**src/rtl/clkgen_pkg.sv**
```systemverilog
// Shared types and defaults for the CPU clock generator: FSM encoding and phase/lock tracker parameters.
package clkgen_pkg;

  localparam int unsigned PHASE_W          = 2;
  localparam int unsigned SYNC_STAGES_DEF  = 2;
  localparam int unsigned LOCK_TIMEOUT_DEF = 8;
  localparam logic [PHASE_W-1:0] PHASE_ALIGN_DEF = 2'd3;

  typedef enum logic [2:0] {
    ST_RST_HOLD   = 3'd0,
    ST_PHI1       = 3'd1,
    ST_FAST_PHI2  = 3'd2,
    ST_SLOW_WAIT  = 3'd3,
    ST_SLOW_PHI2A = 3'd4,
    ST_SLOW_PHI2B = 3'd5
  } state_e;

  // States in which the CPU phi2 clock is high.
  function automatic logic is_phi2(input state_e s);
    return (s == ST_FAST_PHI2) || (s == ST_SLOW_PHI2A) || (s == ST_SLOW_PHI2B);
  endfunction

endpackage

```
**src/rtl/phi0_track_m.sv**
```systemverilog
// Tracks the host phi0 clock: synchroniser, rising-edge detect, free-running phase count and lock/timeout.
module phi0_track_m
  import clkgen_pkg::*;
#(
  parameter int unsigned         SYNC_STAGES  = SYNC_STAGES_DEF,
  parameter logic [PHASE_W-1:0]  PHASE_ALIGN  = PHASE_ALIGN_DEF,
  parameter int unsigned         LOCK_TIMEOUT = LOCK_TIMEOUT_DEF
) (
  input  logic               bbc_ck8,
  input  logic               resetb,
  input  logic               bbc_ck2_phi0,
  output logic [PHASE_W-1:0] phase_q,
  output logic               locked
);

  localparam int unsigned CNT_W = $clog2(LOCK_TIMEOUT + 1);

  logic [SYNC_STAGES-1:0] r_sync;
  logic                   r_prev;
  logic [CNT_W-1:0]       r_cnt;
  logic [PHASE_W-1:0]     r_phase;
  logic                   r_locked;

  logic                   w_edge;
  logic [CNT_W-1:0]       w_cnt_nxt;

  assign w_edge    = r_sync[SYNC_STAGES-1] & ~r_prev;
  assign w_cnt_nxt = r_cnt + CNT_W'(1);

  // Edge realigns the phase and refreshes lock; otherwise count towards timeout.
  always_ff @(posedge bbc_ck8) begin
    if (!resetb) begin
      r_sync   <= '0;
      r_prev   <= 1'b0;
      r_cnt    <= '0;
      r_phase  <= '0;
      r_locked <= 1'b0;
    end else begin
      r_sync <= SYNC_STAGES'({r_sync, bbc_ck2_phi0});
      r_prev <= r_sync[SYNC_STAGES-1];
      if (w_edge) begin
        r_phase  <= PHASE_ALIGN;
        r_cnt    <= '0;
        r_locked <= 1'b1;
      end else begin
        r_phase <= r_phase + PHASE_W'(1);
        if (r_cnt != CNT_W'(LOCK_TIMEOUT)) begin
          r_cnt <= w_cnt_nxt;
        end
        if (w_cnt_nxt == CNT_W'(LOCK_TIMEOUT)) begin
          r_locked <= 1'b0;
        end
      end
    end
  end

  assign phase_q = r_phase;
  assign locked  = r_locked;

endmodule

```
**src/rtl/clkgen_m.sv**
```systemverilog
// CPU clock generator: chooses 4 MHz fast cycles for on-board RAM or host-aligned slow cycles locked to phi0.
module clkgen_m
  import clkgen_pkg::*;
#(
  parameter int unsigned         SYNC_STAGES  = SYNC_STAGES_DEF,
  parameter logic [PHASE_W-1:0]  PHASE_ALIGN  = PHASE_ALIGN_DEF,
  parameter int unsigned         LOCK_TIMEOUT = LOCK_TIMEOUT_DEF
) (
  input  logic bbc_ck8,
  input  logic resetb,
  input  logic bbc_ck2_phi0,
  input  logic accel_en,
  input  logic himem_sel,
  input  logic vpb,
  output logic cpu_ck_phi2,
  output logic cpu_ck_phi1,
  output logic bbc_cycle,
  output logic fast_cycle,
  output logic locked
);

  state_e             r_state;
  state_e             w_state_nxt;
  logic               r_phi2;
  logic               r_phi1;
  logic               r_bbc;
  logic               r_fast;
  logic               w_phi2_nxt;
  logic               w_bbc_nxt;
  logic               w_fast_nxt;
  logic               w_fast_req;
  logic               w_locked;
  logic [PHASE_W-1:0] w_phase_q;

  phi0_track_m #(
    .SYNC_STAGES  (SYNC_STAGES),
    .PHASE_ALIGN  (PHASE_ALIGN),
    .LOCK_TIMEOUT (LOCK_TIMEOUT)
  ) u_track (
    .bbc_ck8      (bbc_ck8),
    .resetb       (resetb),
    .bbc_ck2_phi0 (bbc_ck2_phi0),
    .phase_q      (w_phase_q),
    .locked       (w_locked)
  );

  assign w_fast_req = accel_en & himem_sel & vpb;

  // Next-state decode; the speed decision is only taken in PHI1 and phi2 states always run to completion.
  always_comb begin
    w_state_nxt = r_state;
    w_phi2_nxt  = 1'b0;
    w_bbc_nxt   = 1'b0;
    w_fast_nxt  = 1'b0;
    case (r_state)
      ST_RST_HOLD: begin
        if (w_locked) w_state_nxt = ST_PHI1;
      end
      ST_PHI1: begin
        if (!w_locked)                          w_state_nxt = ST_RST_HOLD;
        else if (w_fast_req)                    w_state_nxt = ST_FAST_PHI2;
        else if (w_phase_q == PHASE_W'(3))      w_state_nxt = ST_SLOW_PHI2A;
        else                                    w_state_nxt = ST_SLOW_WAIT;
      end
      ST_SLOW_WAIT: begin
        if (!w_locked)                          w_state_nxt = ST_RST_HOLD;
        else if (w_phase_q == PHASE_W'(3))      w_state_nxt = ST_SLOW_PHI2A;
      end
      ST_SLOW_PHI2A: w_state_nxt = ST_SLOW_PHI2B;
      ST_SLOW_PHI2B: w_state_nxt = ST_PHI1;
      ST_FAST_PHI2:  w_state_nxt = ST_PHI1;
      default:       w_state_nxt = ST_RST_HOLD;
    endcase
    w_phi2_nxt = is_phi2(w_state_nxt);
    w_bbc_nxt  = (w_state_nxt == ST_SLOW_PHI2A) || (w_state_nxt == ST_SLOW_PHI2B);
    w_fast_nxt = (w_state_nxt == ST_FAST_PHI2);
  end

  // State and clock outputs update together on the same edge.
  always_ff @(posedge bbc_ck8) begin
    if (!resetb) begin
      r_state <= ST_RST_HOLD;
      r_phi2  <= 1'b0;
      r_phi1  <= 1'b1;
      r_bbc   <= 1'b0;
      r_fast  <= 1'b0;
    end else begin
      r_state <= w_state_nxt;
      r_phi2  <= w_phi2_nxt;
      r_phi1  <= ~w_phi2_nxt;
      r_bbc   <= w_bbc_nxt;
      r_fast  <= w_fast_nxt;
    end
  end

  assign cpu_ck_phi2 = r_phi2;
  assign cpu_ck_phi1 = r_phi1;
  assign bbc_cycle   = r_bbc;
  assign fast_cycle  = r_fast;
  assign locked      = w_locked;

endmodule

```
**config.mk**
```make
export PLATFORM = sky130hd
export DESIGN_NAME = clkgen_m
export DESIGN_NICKNAME = d
export VERILOG_FILES = /design/src/rtl/clkgen_pkg.sv /design/src/rtl/phi0_track_m.sv /design/src/rtl/clkgen_m.sv
export SDC_FILE = /design/constraint.sdc
export NUM_CORES = 1
export LEC_CHECK = 0
export BUFFER_PORTS_ARGS = -buffer_cell sky130_fd_sc_hd__buf_2
export CAP_MARGIN = 30
export CORE_MARGIN = 4
export CORE_UTILIZATION = 35
export CTS_CLUSTER_SIZE = 12
export DETAILED_ROUTE_END_ITERATION = 16
export SYNTH_ARGS = -nofsm -noshare
export SYNTH_HDL_FRONTEND = slang
export SYNTH_SLANG_ARGS = --single-unit
```
**constraint.sdc**
```tcl
create_clock -name bbc_ck8 -period 1.4 [get_ports bbc_ck8]
set_input_delay 0.14 -clock bbc_ck8 [delete_from_list [all_inputs] [get_ports bbc_ck8]]
set_output_delay 0.14 -clock bbc_ck8 [all_outputs]
set_load 0.05 [all_outputs]
```
==> results.cfg <==
[clocking]
cts_buffers = 3
clk_pin_slew_ps = 100
ctsHoldBuffers = 0
clockBufferDepth = 2
root_buffer = clkbuf_4
cts_tree = built
clk_latency_ps = 290
htree_levels = 1
post_cts_buffers = 0
clkSinkCount = 17

[global_route]
grt_pass1_vias = 515
grt_max_degree = 11
grt.overflow.total = 0
antenna_found_initial = 0
grt_first_pass_wirelength_um = 2130
track_usage_pct = 10.5

[critical_path]
crit_type = register to register
r2r_slack_ps = 60
crit-reg2reg-launch = r_state[1]
cp-startpoint = r_state[1]
crit_required_ps = 1590
end_kind = register
rr_worst_depth = 4
worstPathMaxFanout = 7
startpoint_type = register
r2r_end = cpu_ck_phi2
crit_arrival_ps = 1530

[power_and_ir_drop]
pwr-share-clk_pct = 29.7
vdd_drop_max_uv = 568
pwr_density_cell_nw_per_um2 = 1020
power_frac_comb_pct = 8.9
p_int_uw = 644
swShare_pct = 24.3
p_sw_uw = 207
p_seq_share_pct = 61.5
leakage_nw = 0.339

[synth]
syn_area_sq_um = 704
yosysWarnings = 0
yosys.cell_types.count = 25
syn_inst = 73
synth_nets = 83
synth_seq_area_share_pct = 48.3
ys_ff_latch = 17
syn_area_per_cell_sq_um = 9.65

[sta]
final_max_slew_viol_count = 0
period_needed_ps = 1340
fin_skew_ps = 13.7
worst_slack_ps = 61.8
fin_crit_sh_pct = 95.6
fmax_ghz = 0.747
rsz0062_at_grt = yes
timing.hold.ws_ps = 66.6
slew_headroom_pct = 81.6
final-hold-violation-count = 0
tightest_slew_ps = 276
setup_viol = 0

[finish]
layout_common_cells = dfxtp_1, buf_2, nand2_1
diodes = 0
layout-drive-gt1-share_pct = 33.3
final_common_cell = dfxtp_1
nNetsFinal = 98
area_growth_syn_to_layout_pct = 19.0
post-route-util_pct = 46.0
fill_cells = 182

[route]
dr_total_vias = 535
routed_via_density = 4.78
routed_wirelength_um = 1220
dr.pass1.iters = 4
ant_nets = 0
wl_per_cell_um = 10.9
drc = 0
drtIter0Drc = 6

[floorplanning]
dieArea_sq_um = 2790
coreArea_sq_um = 1820
die_h_um = 52.9
die_w_um = 52.9
initial_utilization_pct = 38.7
num_rows = 15
num_io_pins = 11

[placed_design]
gp_congestion = 0.740
port_buffers = 10
dp_hpwl_um = 935
place_worst_setup_slack_ps = 26.8

[worst_hold_path]
hold_end = u_track.r_sync[0]
hp-start = bbc_ck2_phi0
hold_path_depth = 2
worst_hold_path_type = input port to register

[run_status]
status = complete, no violations

[flow_run]
cap_violations = 0
## metrics by stage
stage          TNS (ps)  power [mW]  cell area (sq um)  cells
5_1_grt           -22.9       0.905                838    112
4_1_cts               0       0.862                815    112
2_1_floorplan         0       0.580                706     73
3_3_place_gp          0       0.602                787    108
6_report              0       0.851                838    112
3_5_place_dp          0       0.605                787    108
## worst max-delay path, stage by stage (launching register included)
cell	delay, ps
dfxtp_1	400
a31oi_2	270
nand2_1	90
o2111a_2	280
a31o_1	200
## area by class of cell
class	count	area (sq um)	area share, %
Clock inverter	1	5.00	0.597
Multi-Input combinational cell	52	365	43.6
Timing Repair Buffer	10	50.0	5.97
Inverter	4	15.0	1.79
Tap cell	25	31.3	3.73
Sequential cell	17	349	41.6
Clock buffer	3	22.5	2.69
## Yosys cell counts
cell type  instances  area share, %
dfxtp_1           17             48
nand2_1            9            4.8
nor2_1             8            4.3
a21oi_1            4            2.8
ha_1               4            7.1
inv_1              4            2.1
and2_1             3            2.7
o21ai_0            3            2.1
and2_2             2            2.1
nand2b_1           2            1.8
nand3_1            2            1.4
xor2_1             2            2.5
a211oi_2           1            1.8
a221oi_2           1            2.1
a31o_1             1            1.2
a31oi_1            1           0.89
a31oi_2            1            1.8
and3_1             1           0.89
and3b_2            1            1.4
mux2_2             1            1.6
nand3b_1           1            1.1
nor3b_1            1            1.1
o2111a_1           1            1.6
o22a_1             1            1.2
xnor2_1            1            1.2
## sequential cells by signal, indices dropped and copies added, names as in the netlist
name and cells:
bbc_cycle 1, cpu_ck_phi1 1, cpu_ck_phi2 1, fast_cycle 1, r_state 3, u_track.locked 1, u_track.phase_q 2, u_track.r_cnt 4
u_track.r_prev 1, u_track.r_sync 2
## power by group through the flow
stage / clock [mW] / sequential (mW) / combinational [mW]
after global placement: 0 / 0.530 / 0.0717
after floorplan: 0 / 0.534 / 0.0464
final: 0.252 / 0.523 / 0.0755
after detailed placement: 0 / 0.531 / 0.0736
after CTS: 0.268 / 0.520 / 0.0740
after global routing: 0.291 / 0.527 / 0.0878
## timing repair
| item | in CTS | in global routing |
|---|---|---|
| setup endpoints to repair | 1 | 3 |
| gates resized for setup | 0 | 9 |
| pin swaps | 1 | 3 |
## layer usage
| metal | global-route usage, % | wire length [um] | vias to the layer above | part of all wire [%] |
|---|---|---|---|---|
| li1 | - | - | 276 | - |
| met1 | 11.2 | 575 | 244 | 47 |
| met2 | 17.8 | 559 | 13 | 46 |
| met3 | 5.35 | 69 | 2 | 5.6 |
| met4 | 3.83 | 17 | 0 | 1.4 |
| met5 | 0 | 0 | - | 0 |
## how the worst max path moves through the flow
stage	slack [ps]	end	cells after the start
finish	60	cpu_ck_phi2	4
detailed placement	30	cpu_ck_phi2	5
floorplan	50	cpu_ck_phi2	4
global route	-20	fast_cycle	4
CTS	9	cpu_ck_phi2	5
global placement	50	cpu_ck_phi2	5
## cells by family after synthesis
group | share of synthesized area (%)
buf+inv | 2.13
compound gates | 15.6
fa+ha+maj | 7.11
mux | 1.60
flops | 48.3
xor+xnor | 3.73
simple gates | 21.5
Power figures use the tool's default switching activity.
